`config.mk`:
```
export PLATFORM = sky130hd
export DESIGN_NAME = accelerator_erase_scheduler_flat
export DESIGN_NICKNAME = d
export VERILOG_FILES = /design/src/rtl/accelerator_erase_scheduler_if.sv /design/src/rtl/accelerator_erase_scheduler.sv /design/src/flat_wrapper.sv
export SDC_FILE = /design/constraint.sdc
export NUM_CORES = 1
export LEC_CHECK = 0
export ABC_CLOCK_PERIOD_IN_PS = 5060
export BUFFER_PORTS_ARGS = -buffer_cell sky130_fd_sc_hd__buf_2
export CAP_MARGIN = 5
export CELL_PAD_IN_SITES_DETAIL_PLACEMENT = 1
export CELL_PAD_IN_SITES_GLOBAL_PLACEMENT = 2
export CORE_AREA = 2 2 313 315
export CTS_BUF_LIST = sky130_fd_sc_hd__clkbuf_4
export CTS_CLUSTER_SIZE = 28
export DETAILED_ROUTE_END_ITERATION = 10
export DIE_AREA = 0 0 315 317
export GPL_ROUTABILITY_DRIVEN = 0
export MAX_ROUTING_LAYER = met4
export PLACE_DENSITY = 0.65
export SLEW_MARGIN = 20
export SYNTH_ARGS = -nofsm -noshare
export SYNTH_HDL_FRONTEND = slang
export SYNTH_SLANG_ARGS = --single-unit
export TNS_END_PERCENT = 30
```
`constraint.sdc`:
```
create_clock -name clk -period 5.06 [get_ports clk]
set_clock_uncertainty 0.05 [all_clocks]
set_input_delay 0.759 -clock clk [delete_from_list [all_inputs] [get_ports clk]]
set_output_delay 0.759 -clock clk [all_outputs]
set_load 0.005 [all_outputs]
```
`src/rtl/accelerator_erase_scheduler_if.sv`:
```
// Head-side and erase-unit-side signals of the erase scheduler.
// The scheduler sits on the slave modport; heads and the erase unit sit on the master modport.
interface accelerator_erase_scheduler_if #(
    parameter int DATA_SIZE = 64
);
    logic [3:0]             req;
    logic [4*DATA_SIZE-1:0] size_w_in;
    logic [4*DATA_SIZE-1:0] e_in;
    logic [3:0]             e_in_enable;
    logic [3:0]             grant;
    logic [DATA_SIZE-1:0]   e_out;
    logic [3:0]             e_out_enable;
    logic [3:0]             done;
    logic                   error;

    logic                   log_start;
    logic                   log_e_in_enable;
    logic [DATA_SIZE-1:0]   log_size_w;
    logic [DATA_SIZE-1:0]   log_e_in;
    logic                   log_ready;
    logic                   log_e_out_enable;
    logic [DATA_SIZE-1:0]   log_e_out;

    modport slave (
        input  req, size_w_in, e_in, e_in_enable,
        input  log_ready, log_e_out_enable, log_e_out,
        output grant, e_out, e_out_enable, done, error,
        output log_start, log_e_in_enable, log_size_w, log_e_in
    );

    modport master (
        output req, size_w_in, e_in, e_in_enable,
        output log_ready, log_e_out_enable, log_e_out,
        input  grant, e_out, e_out_enable, done, error,
        input  log_start, log_e_in_enable, log_size_w, log_e_in
    );
endinterface

```
`src/rtl/accelerator_erase_scheduler.sv`:
```
// Round-robin arbiter that time-shares one vector-logistic erase unit among four write heads.
//
// state  | meaning
// IDLE   | no owner; pick next requester round-robin from ptr
// START  | one-cycle LOG_START pulse carrying the latched vector length
// RUN    | stream granted head's elements in, results out; count both
// FINISH | DONE pulse to owner, release grant, advance ptr
module accelerator_erase_scheduler #(
    parameter int DATA_SIZE = 64,
    parameter int HEADS     = 4
) (
    input  logic                          clk,
    input  logic                          rst,
    accelerator_erase_scheduler_if.slave  bus
);
    typedef enum logic [1:0] {IDLE, START, RUN, FINISH} state_t;

    state_t               state;
    logic [1:0]           ptr;
    logic [1:0]           idx;
    logic [DATA_SIZE-1:0] w;
    logic [DATA_SIZE-1:0] in_cnt;
    logic [DATA_SIZE-1:0] out_cnt;
    logic [3:0]           grant_q;
    logic [3:0]           done_q;
    logic                 error_q;
    logic                 log_start_q;

    logic                 pick_valid;
    logic [1:0]           pick;
    logic [1:0]           cand;
    logic [DATA_SIZE-1:0] pick_size;

    logic                 in_run;
    logic [DATA_SIZE-1:0] head_e_in;
    logic                 head_en;
    logic                 in_room;
    logic                 fwd;
    logic                 overflow;
    logic                 res;
    logic                 res_cnt;
    logic [DATA_SIZE-1:0] out_total;

    // Walk offsets high to low so the smallest offset from ptr wins.
    always_comb begin
        pick_valid = 1'b0;
        pick       = ptr;
        cand       = ptr;
        for (int i = HEADS - 1; i >= 0; i--) begin
            cand = ptr + 2'(i);
            if (bus.req[cand]) begin
                pick_valid = 1'b1;
                pick       = cand;
            end
        end
    end

    assign pick_size = bus.size_w_in[int'(pick)*DATA_SIZE +: DATA_SIZE];

    assign in_run    = (state == RUN);
    assign head_e_in = bus.e_in[int'(idx)*DATA_SIZE +: DATA_SIZE];
    assign head_en   = bus.e_in_enable[idx];
    assign in_room   = (in_cnt < w);
    assign fwd       = in_run & head_en & in_room;
    assign overflow  = in_run & head_en & ~in_room;
    assign res       = in_run & bus.log_e_out_enable;
    assign res_cnt   = res & (out_cnt < w);
    assign out_total = out_cnt + {{(DATA_SIZE-1){1'b0}}, res_cnt};

    assign bus.log_e_in        = in_run ? head_e_in : '0;
    assign bus.log_e_in_enable = fwd;
    assign bus.e_out           = in_run ? bus.log_e_out : '0;
    assign bus.e_out_enable    = res ? grant_q : 4'b0000;
    assign bus.grant           = grant_q;
    assign bus.done            = done_q;
    assign bus.error           = error_q;
    assign bus.log_start       = log_start_q;
    assign bus.log_size_w      = w;

    always_ff @(posedge clk) begin
        if (rst) begin
            state       <= IDLE;
            ptr         <= 2'd0;
            idx         <= 2'd0;
            w           <= '0;
            in_cnt      <= '0;
            out_cnt     <= '0;
            grant_q     <= 4'b0000;
            done_q      <= 4'b0000;
            error_q     <= 1'b0;
            log_start_q <= 1'b0;
        end else begin
            log_start_q <= 1'b0;
            error_q     <= 1'b0;
            case (state)
                IDLE: begin
                    if (pick_valid) begin
                        grant_q <= 4'(1) << pick;
                        idx     <= pick;
                        w       <= pick_size;
                        in_cnt  <= '0;
                        out_cnt <= '0;
                        // Zero-length vectors never touch the erase unit.
                        if (pick_size == '0) begin
                            done_q <= 4'(1) << pick;
                            state  <= FINISH;
                        end else begin
                            log_start_q <= 1'b1;
                            state       <= START;
                        end
                    end
                end
                START: begin
                    in_cnt  <= '0;
                    out_cnt <= '0;
                    state   <= RUN;
                end
                RUN: begin
                    if (fwd)      in_cnt  <= in_cnt + 1'b1;
                    if (res_cnt)  out_cnt <= out_total;
                    if (overflow) error_q <= 1'b1;
                    if (bus.log_ready) begin
                        done_q <= grant_q;
                        state  <= FINISH;
                        // Early READY still releases the head, but is flagged.
                        if (out_total != w) error_q <= 1'b1;
                    end
                end
                FINISH: begin
                    done_q  <= 4'b0000;
                    grant_q <= 4'b0000;
                    ptr     <= idx + 2'd1;
                    state   <= IDLE;
                end
                default: state <= IDLE;
            endcase
        end
    end
endmodule

```
`src/flat_wrapper.sv`:
```
// flat-port wrapper written by rule: the top's interface ports become plain ports
module accelerator_erase_scheduler_flat 
#(
    parameter int DATA_SIZE = 64,
    parameter int HEADS     = 4
)
  (clk, rst, bus_req, bus_size_w_in, bus_e_in, bus_e_in_enable, bus_log_ready, bus_log_e_out_enable, bus_log_e_out, bus_grant, bus_e_out, bus_e_out_enable, bus_done, bus_error, bus_log_start, bus_log_e_in_enable, bus_log_size_w, bus_log_e_in);
  accelerator_erase_scheduler_if #(.DATA_SIZE(DATA_SIZE)) bus_i ();
  input  logic clk;
  input  logic rst;
  input wire logic [$bits(bus_i.req)-1:0] bus_req;
  input wire logic [$bits(bus_i.size_w_in)-1:0] bus_size_w_in;
  input wire logic [$bits(bus_i.e_in)-1:0] bus_e_in;
  input wire logic [$bits(bus_i.e_in_enable)-1:0] bus_e_in_enable;
  input wire logic [$bits(bus_i.log_ready)-1:0] bus_log_ready;
  input wire logic [$bits(bus_i.log_e_out_enable)-1:0] bus_log_e_out_enable;
  input wire logic [$bits(bus_i.log_e_out)-1:0] bus_log_e_out;
  output wire logic [$bits(bus_i.grant)-1:0] bus_grant;
  output wire logic [$bits(bus_i.e_out)-1:0] bus_e_out;
  output wire logic [$bits(bus_i.e_out_enable)-1:0] bus_e_out_enable;
  output wire logic [$bits(bus_i.done)-1:0] bus_done;
  output wire logic [$bits(bus_i.error)-1:0] bus_error;
  output wire logic [$bits(bus_i.log_start)-1:0] bus_log_start;
  output wire logic [$bits(bus_i.log_e_in_enable)-1:0] bus_log_e_in_enable;
  output wire logic [$bits(bus_i.log_size_w)-1:0] bus_log_size_w;
  output wire logic [$bits(bus_i.log_e_in)-1:0] bus_log_e_in;
  assign bus_i.req = bus_req;
  assign bus_i.size_w_in = bus_size_w_in;
  assign bus_i.e_in = bus_e_in;
  assign bus_i.e_in_enable = bus_e_in_enable;
  assign bus_i.log_ready = bus_log_ready;
  assign bus_i.log_e_out_enable = bus_log_e_out_enable;
  assign bus_i.log_e_out = bus_log_e_out;
  assign bus_grant = bus_i.grant;
  assign bus_e_out = bus_i.e_out;
  assign bus_e_out_enable = bus_i.e_out_enable;
  assign bus_done = bus_i.done;
  assign bus_error = bus_i.error;
  assign bus_log_start = bus_i.log_start;
  assign bus_log_e_in_enable = bus_i.log_e_in_enable;
  assign bus_log_size_w = bus_i.log_size_w;
  assign bus_log_e_in = bus_i.log_e_in;
  accelerator_erase_scheduler #(.DATA_SIZE(DATA_SIZE), .HEADS(HEADS)) u_core (.clk(clk), .rst(rst), .bus(bus_i));
endmodule
```
==> metrics.md <==
| Metric | Value |
|---|---|
| Final setup viols | 0 |
| Slew Viols, Final | 0 |
| Peak VDD IR | 177 µV |
| Run status | complete, no violations |
| Cells after Synth | 2584 |
| H-tree depth | 3 |
| Crit Path Class | reg2reg |
| Most frequent cell after synthesis | nand2_1 |
| Final worst path period share | 94.7% |
| Seq/Total Area, Yosys | 21.6% |
| Final hold violation count | 0 |
| Crit Path Max Fanout | 4 |
| Crit path DAT | 5390 ps |
| CP required | 5660 ps |
| GR Util All Layers | 29.2% |
| Clk Latency, worst-skew pair | 820 ps |
| Initial Utilization | 20.0% |
| Max-slew headroom | 28.8% |
| Synth warn | 0 |
| Vias per inst | 5.06 |
| Worst setup SP type | register |
| Clk root buf | clkbuf_4 |
| Dpl ws | 79.7 ps |
| Row count | 114 |
| CTS clock-pin slew for the worst setup and hold paths | 70 ps |
| Final nets | 4264 |
| Worst Slack Setup Final | 268 ps |
| Final std cells w/o fill | 4884 |
| Crit. Startpoint | u_core.bus.log_size_w[49]$_SDFFE_PP0P_ |
| RSZ-0062 raised after global routing | yes |
| Grt total ovfl | 0 |
| Core ar. | 96300 µm² |
| Sequential share of power | 19.5% |
| Worst-margin pin slew | 1070 ps |
| Power Internal | 5210 µW |
| Share of cells above drive strength 1 | 36.8% |
| LEAKAGE | 0.0123 µW |
| Synth cell count leaders | nand2_1 (242), a21oi_1 (210), nor2_1 (210) |
| Worst Hold Class | in2reg |
| Longest Clk Path Bufs | 3 |
| Largest area contributor in the netlist | dfxtp_1 |
| Synth cell types | 73 |
| Switching Fraction | 51.4% |
| Synth-to-Final Area Change | 42.6% |
| Clock Power Share | 16.9% |
| Boundary pin count | 795 |
| Wire per inst | 30.0 µm |
| Via count | 24.7k |
| DR iter-0 viols | 1602 |
| CTS sink count | 208 |
| Worst R2R Start | u_core.bus.log_size_w[49]$_SDFFE_PP0P_ |
| Post-Route WL | 147000 µm |
| DP Cell Count | 4742 |
| Syn Area/Cell | 7.46 µm² |
| Number of global-route vias before repair | 24.7k |
| Ranking of synthesized cells by area | dfxtp_1 (22%), ha_1 (8.6%), mux4_2 (7.6%) |
| Final Critical Period | 4790 ps |
| Switching Power | 5520 µW |
| Share of the synthesized area in the top cell type | 21.6% |
| Drt drc | 0 |
| Netlist Area Pre-Place | 19300 µm² |
| Post-synthesis async set-or-reset flop share | 0% |
| Max-cap violation count | 0 |
| Pre-antenna DRT Iters | 5 |
| Global-route wire length before repair | 198000 µm |
| Post-synth EDFFs | 0 |
| CTS tree | yes |
| Setup TNS Final | 0 ps |
| Final antenna-violating net count | 0 |
| Buffers on Ports | 794 |
| Initial antenna violation count | 37 |
| Die ar. | 99900 µm² |
| CTS buffer count | 71 |
| Comb pwr share | 63.6% |
| Post-synth net total | 3305 |
| Die Y | 317 µm |
| Final Power | 10700 µW |
| Worst hold start | bus_size_w_in[44] |
| #FFs+latches synth | 208 |
| Chip Width | 315 µm |
| FMAX | 209 MHz |
| Hpwl dp | 124000 µm |
| Pwr Density | 391 nW/µm² |
| Kind of end point of the critical path | register |
| Synth Flop Type | dfxtp_1 |
| Largest net degree at the start of global routing | 148 |
-- kinds of logic (layout without fill, tap and decap cells) --
kind of cell | count (synthesis) | in the layout | synth area share (%)
adders and majority gates | 133 | 133 | 8.64
AOI/OAI and AO/OA | 588 | 588 | 17.7
and+or+nand+nor | 1107 | 1107 | 28.8
xor gates and xnor gates | 151 | 151 | 6.86
DFF | 208 | 208 | 21.6
muxes | 129 | 129 | 11.1
other | 0 | 29 | 0
buffers and inverters | 268 | 1263 | 5.34
-- timing repair --
| item | CTS | global route |
|---|---|---|
| gates resized for setup | 0 | 34 |
| buffers inserted | 0 | 3 |
| setup endpoints to repair | 0 | 2 |
| hold buffers | 0 | 0 |
-- stage by stage --
stage	util [%]	area, µm²	hold WS, ps
after floorplan	-	19300	397
after global placement	27.4	26400	407
after detailed placement	27.4	26400	409
after CTS	28.3	27200	282
after global routing	28.5	27500	358
final	28.5	27500	334
-- cell usage in the layout (no fill, tap or decap), types with 6 or more instances in the layout --
| cell | synthesis | layout |
|---|---|---|
| nor4_2 | 3 | 6 |
| clkbuf_4 | 0 | 101 |
| o21a_1 | 7 | 6 |
| mux4_2 | 65 | 65 |
| o21ai_1 | 33 | 35 |
| nand3_1 | 195 | 191 |
| o211ai_1 | 7 | 7 |
| buf_12 | 0 | 9 |
| o21ai_0 | 162 | 159 |
| a21o_1 | 53 | 53 |
| a211o_1 | 6 | 6 |
| xnor2_1 | 123 | 123 |
| nand4_1 | 47 | 47 |
| a22oi_1 | 22 | 22 |
| xor2_1 | 28 | 28 |
| inv_1 | 85 | 85 |
| mux2_2 | 20 | 20 |
| o31ai_1 | 16 | 14 |
| nor4b_1 | 11 | 11 |
| and2_1 | 139 | 139 |
| buf_4 | 1 | 266 |
| a31oi_1 | 23 | 22 |
| nor2b_1 | 10 | 10 |
| nand2b_1 | 15 | 14 |
| dfxtp_1 | 208 | 205 |
| nor2_1 | 210 | 202 |
| a211oi_1 | 13 | 13 |
| mux2i_1 | 44 | 44 |
| and3_1 | 33 | 30 |
| nor3_1 | 107 | 103 |
| nor4_1 | 37 | 32 |
| and4_1 | 10 | 9 |
| diode_2 | 0 | 29 |
| ha_1 | 133 | 131 |
| or3_1 | 24 | 24 |
| nand2_1 | 242 | 241 |
| a21oi_1 | 210 | 207 |
| buf_2 | 10 | 793 |
-- power groups by stage --
stage	Sequential, µW	Clock [µW]	Combinational (µW)
floorplan	2150	0	3090
global placement	2120	0	6710
detailed placement	2130	0	6700
CTS	2090	1880	6730
global route	2130	1970	7240
finish	2090	1810	6830
-- critical path, cell delays in order, from the launching register on --
cell,delay [ps]
dfxtp_2,320
inv_1,60
ha_1,310
a21o_1,190
a21o_1,180
a21o_1,170
a21o_1,190
a311oi_2,230
o211ai_1,110
nor3_1,190
buf_4,180
nand2_1,80
inv_2,80
buf_4,110
ha_1,190
nand4_1,220
buf_4,230
nor2_1,90
o21ai_0,100
or4_1,540
nor4_2,280
buf_4,150
nand4_1,110
nor4_2,160
o31ai_1,100
-- state kept, by name, indices dropped and copies added (netlist names) --
register / cells
u_core.bus.log_size_w: 64
u_core.in_cnt: 64
u_core.out_cnt: 64
u_core.bus.done: 4
u_core.bus.grant: 4
u_core.idx: 2
u_core.ptr: 2
u_core.state: 2
u_core.bus.error: 1
u_core.bus.log_start: 1
-- area by class of cell --
cell class,instances,area [µm²]
antenna,29,72.6
inverter,86,323
multi-input combinational,2108,14400
clock inverter,8,57.6
sequential,208,4170
timing repair buffer,1068,6150
fill,12100,68800
clock buffer,101,758
tap,1276,1600
-- metal layers --
| metal | vias to the layer above | share of wire [%] | routed length (µm) | track usage [%] |
|---|---|---|---|---|
| met1 | 12300 | 40 | 59000 | 34.1 |
| met5 | - | 0 | 0 | - |
| met3 | 241 | 6.5 | 9590 | 6.18 |
| met4 | 0 | 5.0 | 7330 | 13.1 |
| li1 | 11300 | - | - | - |
| met2 | 953 | 48 | 70600 | 48.1 |
-- path summary, 6_finish.rpt --
| path | cells past startpoint | slack (ps) | endpoint |
|---|---|---|---|
| worst min register to register | 2 | 410 | u_core.bus.done[3]$_SDFFE_PP0P_ |
| worst min-delay path | 5 | 330 | u_core.bus.log_size_w[44]$_SDFFE_PP0P_ |
| worst max register to register | 24 | 270 | u_core.bus.error$_SDFF_PP0_ |
| worst max-delay path | 24 | 270 | u_core.bus.error$_SDFF_PP0_ |
Note: power is estimated with default switching activity, not from simulation.
